File: src/rtl/mvm_pkg.sv
`default_nettype none
// ============================================================================
// Module   : mvm_pkg
// Purpose  : Shared types, default constants and width helpers for the
//            UART matrix-vector receive engine.
// Revision : 1.0
// ============================================================================
package mvm_pkg;

    typedef enum logic [1:0] {
        ST_IDLE  = 2'd0,
        ST_START = 2'd1,
        ST_DATA  = 2'd2,
        ST_STOP  = 2'd3
    } uart_state_e;

    localparam int DEF_CLOCKS_PER_PULSE = 20833;
    localparam int DEF_BITS_PER_WORD    = 8;
    localparam int DEF_R                = 8;
    localparam int DEF_C                = 8;
    localparam int DEF_W_X              = 4;
    localparam int DEF_W_K              = 3;

    // Result width: product width plus headroom for summing C products.
    function automatic int calc_w_y(input int w_x, input int w_k, input int c);
        return w_x + w_k + $clog2(c);
    endfunction

    function automatic int calc_w_bus_kx(input int r, input int c, input int w_k, input int w_x);
        return r * c * w_k + c * w_x;
    endfunction

endpackage
`default_nettype wire

File: src/rtl/mvm_skid_stage.sv
`default_nettype none
// ============================================================================
// Module   : mvm_skid_stage
// Purpose  : Generic 2-entry (main + skid) valid/ready buffer, registered
//            s_ready. Assertions compiled when MVM_SVA_EN is defined.
// Revision : 1.0
// ============================================================================
module mvm_skid_stage #(
    parameter int WIDTH = 8
) (
    input  logic             clk,
    input  logic             rstn,
    input  logic             s_valid,
    output logic             s_ready,
    input  logic [WIDTH-1:0] s_data,
    output logic             m_valid,
    input  logic             m_ready,
    output logic [WIDTH-1:0] m_data
);

    logic             main_valid_q, main_valid_d;
    logic             skid_valid_q, skid_valid_d;
    logic             s_ready_q, s_ready_d;
    logic [WIDTH-1:0] main_data_q, main_data_d;
    logic [WIDTH-1:0] skid_data_q, skid_data_d;
    logic             s_fire;
    logic             main_load;

    always_comb begin
        s_fire       = s_valid && s_ready_q;
        main_load    = !main_valid_q || m_ready;
        main_valid_d = main_valid_q;
        main_data_d  = main_data_q;
        skid_valid_d = skid_valid_q;
        skid_data_d  = skid_data_q;
        // s_fire cannot coincide with a full skid because s_ready mirrors it.
        if (main_load) begin
            if (skid_valid_q) begin
                main_valid_d = 1'b1;
                main_data_d  = skid_data_q;
                skid_valid_d = 1'b0;
            end else begin
                main_valid_d = s_fire;
                if (s_fire) begin
                    main_data_d = s_data;
                end
            end
        end else if (s_fire) begin
            skid_valid_d = 1'b1;
            skid_data_d  = s_data;
        end
        s_ready_d = !skid_valid_d;
    end

    always_ff @(posedge clk or negedge rstn) begin
        if (!rstn) begin
            main_valid_q <= 1'b0;
            skid_valid_q <= 1'b0;
            s_ready_q    <= 1'b1;
            main_data_q  <= '0;
            skid_data_q  <= '0;
        end else begin
            main_valid_q <= main_valid_d;
            skid_valid_q <= skid_valid_d;
            s_ready_q    <= s_ready_d;
            main_data_q  <= main_data_d;
            skid_data_q  <= skid_data_d;
        end
    end

    assign s_ready = s_ready_q;
    assign m_valid = main_valid_q;
    assign m_data  = main_data_q;

`ifdef MVM_SVA_EN
    a_out_hold: assert property (@(posedge clk) disable iff (!rstn)
        (m_valid && !m_ready) |=> (m_valid && $stable(m_data)));
    a_no_overwrite: assert property (@(posedge clk) disable iff (!rstn)
        (skid_valid_q && !main_load) |=> (skid_valid_q && $stable(skid_data_q)));
`endif

endmodule
`default_nettype wire

File: src/rtl/uart_matvec_rx_engine.sv
`default_nettype none
// ============================================================================
// Module   : uart_matvec_rx_engine
// Purpose  : UART 8N1 frame receiver, skid buffer and signed y = K*x engine
//            with AXI-Stream result output. Optional macro: MVM_SVA_EN.
// Revision : 1.0
// ============================================================================
module uart_matvec_rx_engine
    import mvm_pkg::*;
#(
    parameter int CLOCKS_PER_PULSE = DEF_CLOCKS_PER_PULSE,
    parameter int BITS_PER_WORD    = DEF_BITS_PER_WORD,
    parameter int R                = DEF_R,
    parameter int C                = DEF_C,
    parameter int W_X              = DEF_W_X,
    parameter int W_K              = DEF_W_K
) (
    input  logic                                clk,
    input  logic                                rstn,
    input  logic                                rx,
    output logic                                m_axis_y_tvalid,
    input  logic                                m_axis_y_tready,
    output logic [R*(W_X+W_K+$clog2(C))-1:0]    m_axis_y_tdata
);

    localparam int W_Y       = calc_w_y(W_X, W_K, C);
    localparam int W_BUS_KX  = calc_w_bus_kx(R, C, W_K, W_X);
    localparam int NUM_WORDS = (W_BUS_KX + BITS_PER_WORD - 1) / BITS_PER_WORD;
    localparam int W_SHIFT   = NUM_WORDS * BITS_PER_WORD;
    localparam int W_CNT     = $clog2(CLOCKS_PER_PULSE + 1);
    localparam int W_BIT     = $clog2(BITS_PER_WORD + 1);
    localparam int W_WORD    = $clog2(NUM_WORDS + 1);

    localparam logic [W_CNT-1:0]  CNT_FULL  = W_CNT'(CLOCKS_PER_PULSE - 1);
    localparam logic [W_CNT-1:0]  CNT_HALF  = W_CNT'(CLOCKS_PER_PULSE / 2 - 1);
    localparam logic [W_BIT-1:0]  BIT_LAST  = W_BIT'(BITS_PER_WORD - 1);
    localparam logic [W_WORD-1:0] WORD_LAST = W_WORD'(NUM_WORDS - 1);

    logic                     rx_meta_q, rx_sync_q;
    uart_state_e              state_q;
    logic [W_CNT-1:0]         cnt_q;
    logic [W_BIT-1:0]         bit_q;
    logic [BITS_PER_WORD-1:0] data_q;
    logic [W_WORD-1:0]        word_cnt_q;
    logic [W_SHIFT-1:0]       frame_q;
    logic                     rx_valid_q;

    always_ff @(posedge clk or negedge rstn) begin
        if (!rstn) begin
            rx_meta_q <= 1'b1;
            rx_sync_q <= 1'b1;
        end else begin
            rx_meta_q <= rx;
            rx_sync_q <= rx_meta_q;
        end
    end

    always_ff @(posedge clk or negedge rstn) begin
        if (!rstn) begin
            state_q    <= ST_IDLE;
            cnt_q      <= '0;
            bit_q      <= '0;
            data_q     <= '0;
            word_cnt_q <= '0;
            frame_q    <= '0;
            rx_valid_q <= 1'b0;
        end else begin
            rx_valid_q <= 1'b0;
            case (state_q)
                ST_IDLE: begin
                    if (!rx_sync_q) begin
                        state_q <= ST_START;
                        cnt_q   <= '0;
                    end
                end
                ST_START: begin
                    if (cnt_q == CNT_HALF) begin
                        cnt_q   <= '0;
                        bit_q   <= '0;
                        state_q <= rx_sync_q ? ST_IDLE : ST_DATA;
                    end else begin
                        cnt_q <= cnt_q + 1'b1;
                    end
                end
                ST_DATA: begin
                    if (cnt_q == CNT_FULL) begin
                        cnt_q  <= '0;
                        data_q <= {rx_sync_q, data_q[BITS_PER_WORD-1:1]};
                        bit_q  <= bit_q + 1'b1;
                        if (bit_q == BIT_LAST) begin
                            state_q <= ST_STOP;
                        end
                    end else begin
                        cnt_q <= cnt_q + 1'b1;
                    end
                end
                ST_STOP: begin
                    if (cnt_q == CNT_FULL) begin
                        cnt_q   <= '0;
                        state_q <= ST_IDLE;
                        // A low stop bit is a framing error: drop the byte.
                        if (rx_sync_q) begin
                            frame_q <= {data_q, frame_q[W_SHIFT-1:BITS_PER_WORD]};
                            if (word_cnt_q == WORD_LAST) begin
                                word_cnt_q <= '0;
                                rx_valid_q <= 1'b1;
                            end else begin
                                word_cnt_q <= word_cnt_q + 1'b1;
                            end
                        end
                    end else begin
                        cnt_q <= cnt_q + 1'b1;
                    end
                end
                default: state_q <= ST_IDLE;
            endcase
        end
    end

    logic                skid_s_ready;
    logic                frame_push;
    logic                kx_valid;
    logic                kx_ready;
    logic [W_BUS_KX-1:0] kx_data;

    // No UART backpressure: a frame arriving while the skid is full is lost.
    assign frame_push = rx_valid_q && skid_s_ready;

    mvm_skid_stage #(
        .WIDTH (W_BUS_KX)
    ) u_skid (
        .clk     (clk),
        .rstn    (rstn),
        .s_valid (frame_push),
        .s_ready (skid_s_ready),
        .s_data  (frame_q[W_BUS_KX-1:0]),
        .m_valid (kx_valid),
        .m_ready (kx_ready),
        .m_data  (kx_data)
    );

    logic             y_valid_q, y_valid_d;
    logic [R*W_Y-1:0] y_data_q, y_data_d;
    logic [R*W_Y-1:0] y_calc;
    logic             kx_fire;

    assign kx_ready = !y_valid_q || m_axis_y_tready;
    assign kx_fire  = kx_valid && kx_ready;

    always_comb begin : mac
        logic signed [W_Y-1:0] acc;
        logic signed [W_Y-1:0] k_e;
        logic signed [W_Y-1:0] x_e;
        acc    = '0;
        k_e    = '0;
        x_e    = '0;
        y_calc = '0;
        for (int r = 0; r < R; r++) begin
            acc = '0;
            for (int c = 0; c < C; c++) begin
                k_e = W_Y'($signed(kx_data[(r*C+c)*W_K +: W_K]));
                x_e = W_Y'($signed(kx_data[R*C*W_K + c*W_X +: W_X]));
                acc = acc + k_e * x_e;
            end
            y_calc[r*W_Y +: W_Y] = acc;
        end
    end

    always_comb begin
        y_valid_d = y_valid_q;
        y_data_d  = y_data_q;
        if (kx_fire) begin
            y_valid_d = 1'b1;
            y_data_d  = y_calc;
        end else if (m_axis_y_tready) begin
            y_valid_d = 1'b0;
        end
    end

    always_ff @(posedge clk or negedge rstn) begin
        if (!rstn) begin
            y_valid_q <= 1'b0;
            y_data_q  <= '0;
        end else begin
            y_valid_q <= y_valid_d;
            y_data_q  <= y_data_d;
        end
    end

    assign m_axis_y_tvalid = y_valid_q;
    assign m_axis_y_tdata  = y_data_q;

`ifdef MVM_SVA_EN
    a_y_hold: assert property (@(posedge clk) disable iff (!rstn)
        (m_axis_y_tvalid && !m_axis_y_tready) |=> (m_axis_y_tvalid && $stable(m_axis_y_tdata)));
`endif

endmodule
`default_nettype wire

File: config.mk
export PLATFORM = sky130hd
export DESIGN_NAME = uart_matvec_rx_engine
export DESIGN_NICKNAME = d
export VERILOG_FILES = /design/src/rtl/mvm_pkg.sv /design/src/rtl/mvm_skid_stage.sv /design/src/rtl/uart_matvec_rx_engine.sv
export SDC_FILE = /design/constraint.sdc
export NUM_CORES = 2
export LEC_CHECK = 0
export ABC_AREA = 1
export ABC_CLOCK_PERIOD_IN_PS = 8200
export BUFFER_PORTS_ARGS = -buffer_cell sky130_fd_sc_hd__buf_2
export CELL_PAD_IN_SITES_DETAIL_PLACEMENT = 1
export CELL_PAD_IN_SITES_GLOBAL_PLACEMENT = 1
export CORE_MARGIN = 5
export CORE_UTILIZATION = 51
export DETAILED_ROUTE_END_ITERATION = 12
export PLACE_DENSITY = 0.82
export RECOVER_POWER = 50
export SLEW_MARGIN = 20
export SYNTH_ARGS = -nofsm -noshare
export SYNTH_HDL_FRONTEND = slang
export SYNTH_SLANG_ARGS = --single-unit
File: constraint.sdc
create_clock -name clk -period 8.2 [get_ports clk]
set_input_delay 1.64 -clock clk [delete_from_list [all_inputs] [get_ports clk]]
set_output_delay 1.64 -clock clk [all_outputs]
set_load 0.01 [all_outputs]
==> reports/results.ini <==
[drt]
vias=54000
first_pass_iters=5
finalWirelength_mm=227
wl_per_cell_um=23.1
via_per_inst=5.48
ant_nets=0
drt_iter0_drc=3937
drc=0

[worst_setup_path]
crit_required_ns=8.79
path_max_fanout=16
end_kind=flip-flop
critPathKind=flip-flop to flip-flop
cp_data_arrival_time_ns=7.44
start_kind=flip-flop

[synth]
synth_edf_count=0
syn_nets=9439
seq_area_frac_synth_pct=28.6
synth_cells=8089
yosysTopAreaCellShare_pct=29.1
ys_warn_count=0
synthFlopType=dfrtp_1
avgSynthCellArea_um2=8.56
ys_seq_elements=793
syn_area_um2=69300
async_flop_share_pct=100
synth_top_area_cell=fa_1
synth_area_leaders=fa_1, dfrtp_1, inv_1
synth.distinct_cells=38

[clocking]
cts_resized=0
cts_tree=yes
postCtsHoldBufs=0
cts-buffers-inserted=92
postCtsSetupRepairBufs=0
path_clk_slew_ns=0.06
cts_root_buffer=clkbuf_16
insertion_delay_ns=0.71
cts_num_sinks=793
htree_num_levels=3
clockBufferDepth=3

[floorplanning]
rows=135
dieWidth_um=379
io_pins=85
initial_core_util_pct=51.2
chipHeight_um=379
die_area_um2=143000
fp.coreArea_um2=135000

[sta]
timing.final.crit_share_pct=83.6
slew_violations=1083
max_freq_mhz=146
setup_violations=0
hold_viol=0
slew_headroom_pct=-196
clock-skew-final_ns=0.0391
tns_ns=0
worst_pin_slew_ns=4.44
fin_crit_ns=6.86
rsz0062_at_grt=false

[place]
port_buffers=84
gp_congestion=0.936
detailed_place_hpwl_mm=170

[grt]
grt_usage_pct=32.6
grt_antenna_before_repair=7
grt_pass1_wl_mm=354
first_global_vias=61000
grt_max_degree=217
grt_remaining_overflow=0

[final_layout]
fin_nets=9358
layout-drive-gt1-share_pct=4.37
area_delta_synth_final_pct=7.29

[status]
status=complete, but fails checks
violations=max-capacitance violations, max-slew violations

[run]
cap_violations=9

[min_path]
hold_class=flip-flop to flip-flop

==> sequential cells by signal (all words and copies together) (netlist names), named ones only <==
register and cells:
frame_q 224, u_skid.m_data 224, u_skid.skid_data_q 224, m_axis_y_tdata 80, cnt_q 15, data_q 8, word_cnt_q 5, bit_q 4
m_axis_y_tvalid 1, rx_meta_q 1, rx_sync_q 1, rx_valid_q 1, state_q 1, u_skid.m_valid 1, u_skid.s_ready 1, u_skid.skid_valid_q 1
==> cell type report <==
class | count | area (um2)
Fill cell | 16000 | 61000
Antenna cell | 4 | 10.0
Timing Repair Buffer | 151 | 957
Clock buffer | 120 | 2580
Tap cell | 1781 | 2230
Sequential cell | 793 | 19900
Inverter | 2058 | 7730
Multi-Input combinational cell | 4912 | 40300
Clock inverter | 45 | 619
==> path summary, 6_finish.rpt <==
path | from | slack (ns) | end | cells past startpoint
setup / recovery | u_skid.m_data[223] | 1.34 | m_axis_y_tdata[9] | 23
hold / removal | rx_meta_q | 0.36 | rx_sync_q | 0
setup reg to reg | u_skid.m_data[223] | 1.34 | m_axis_y_tdata[9] | 23
hold reg to reg | rx_meta_q | 0.36 | rx_sync_q | 0
max in group asynchronous | rstn | 2.54 | u_skid.m_data[198] | 2
min in group asynchronous | rstn | 0.99 | cnt_q[9] | 1
==> cell usage in the layout, fill, tap and decap left out, types with 14 or more instances in the layout <==
cell type	n
o21ai_0	923
nor3_1	19
nor2_1	216
clkbuf_16	93
o21ai_1	51
o21bai_1	14
fa_1	1008
nand3_1	83
clkbuf_1	15
buf_2	83
buf_4	54
ha_1	338
nand2_1	1930
xnor2_1	49
o211ai_1	81
clkbuf_8	15
or2_2	24
a21oi_1	63
xor2_1	46
nand3b_1	20
dfrtp_1	779
inv_1	2040
==> per-layer routing <==
metal | GRT usage (%) | wire [um] | vias to the layer above
met5 | 0 | 32 | -
met4 | 16.0 | 13400 | 4
met3 | 6.02 | 16100 | 565
met2 | 53.5 | 107000 | 1680
met1 | 41.8 | 90700 | 28100
li1 | - | - | 23700
==> synthesized netlist by cell type (2+ instances only) <==
cell type / n
nor3_1: 19
o21ai_0: 841
xor2_1: 46
nor3b_1: 3
nor4_1: 2
ha_1: 338
o21ai_1: 133
inv_2: 8
and2_1: 8
a21boi_0: 3
or2_2: 24
a31oi_1: 10
nand4_1: 12
inv_1: 2040
dfstp_2: 3
nor2_1: 217
nand2_1: 1930
clkbuf_1: 225
nand3_1: 83
buf_2: 73
o21bai_1: 14
clkinv_1: 10
buf_4: 15
nand3b_1: 20
a21oi_1: 63
o211ai_1: 81
xnor2_1: 49
dfrtp_1: 790
buf_1: 13
fa_1: 1008
==> logic make-up after synthesis <==
| group | synth area share [%] |
|---|---|
| AO/OA/AOI/OAI | 8.65 |
| XOR/XNOR | 1.20 |
| adder cells (fa/ha/maj) | 35.2 |
| buffers and inverters | 13.1 |
| flip-flops | 28.6 |
| AND/OR/NAND/NOR | 13.1 |
==> through the flow <==
step | hold WS, ns | worst slack (ns) | util [%] | instance area [um2] | cells
floorplan | 0.345 | 2.40 | - | 69300 | 8089
global placement | 0.349 | 1.70 | 52.7 | 71200 | 9695
detailed placement | 0.349 | 1.46 | 52.7 | 71200 | 9695
CTS | 0.358 | 1.44 | 55.0 | 74400 | 9860
global route | 0.363 | 1.18 | 54.9 | 74300 | 9861
finish | 0.356 | 1.34 | 54.9 | 74300 | 9864
==> critical path, stage by stage, from the launching register on <==
cell and delay [ns]:
dfrtp_1 1.03, buf_4 0.38, nand2_1 0.13, inv_1 0.13
fa_1 0.47, fa_1 0.51, inv_1 0.06, fa_1 0.46
fa_1 0.57, inv_1 0.07, fa_1 0.50, fa_1 0.50
inv_1 0.06, fa_1 0.50, inv_1 0.05, ha_1 0.34
a21oi_1 0.23, nand2_1 0.10, nand2_1 0.08, nand3_1 0.08
nor2_1 0.22, nand3_1 0.12, nand3_1 0.09, nand2_1 0.05
Power is not shown: default switching activity piles up to over one toggle a cycle in this logic, so the estimate is an artifact.
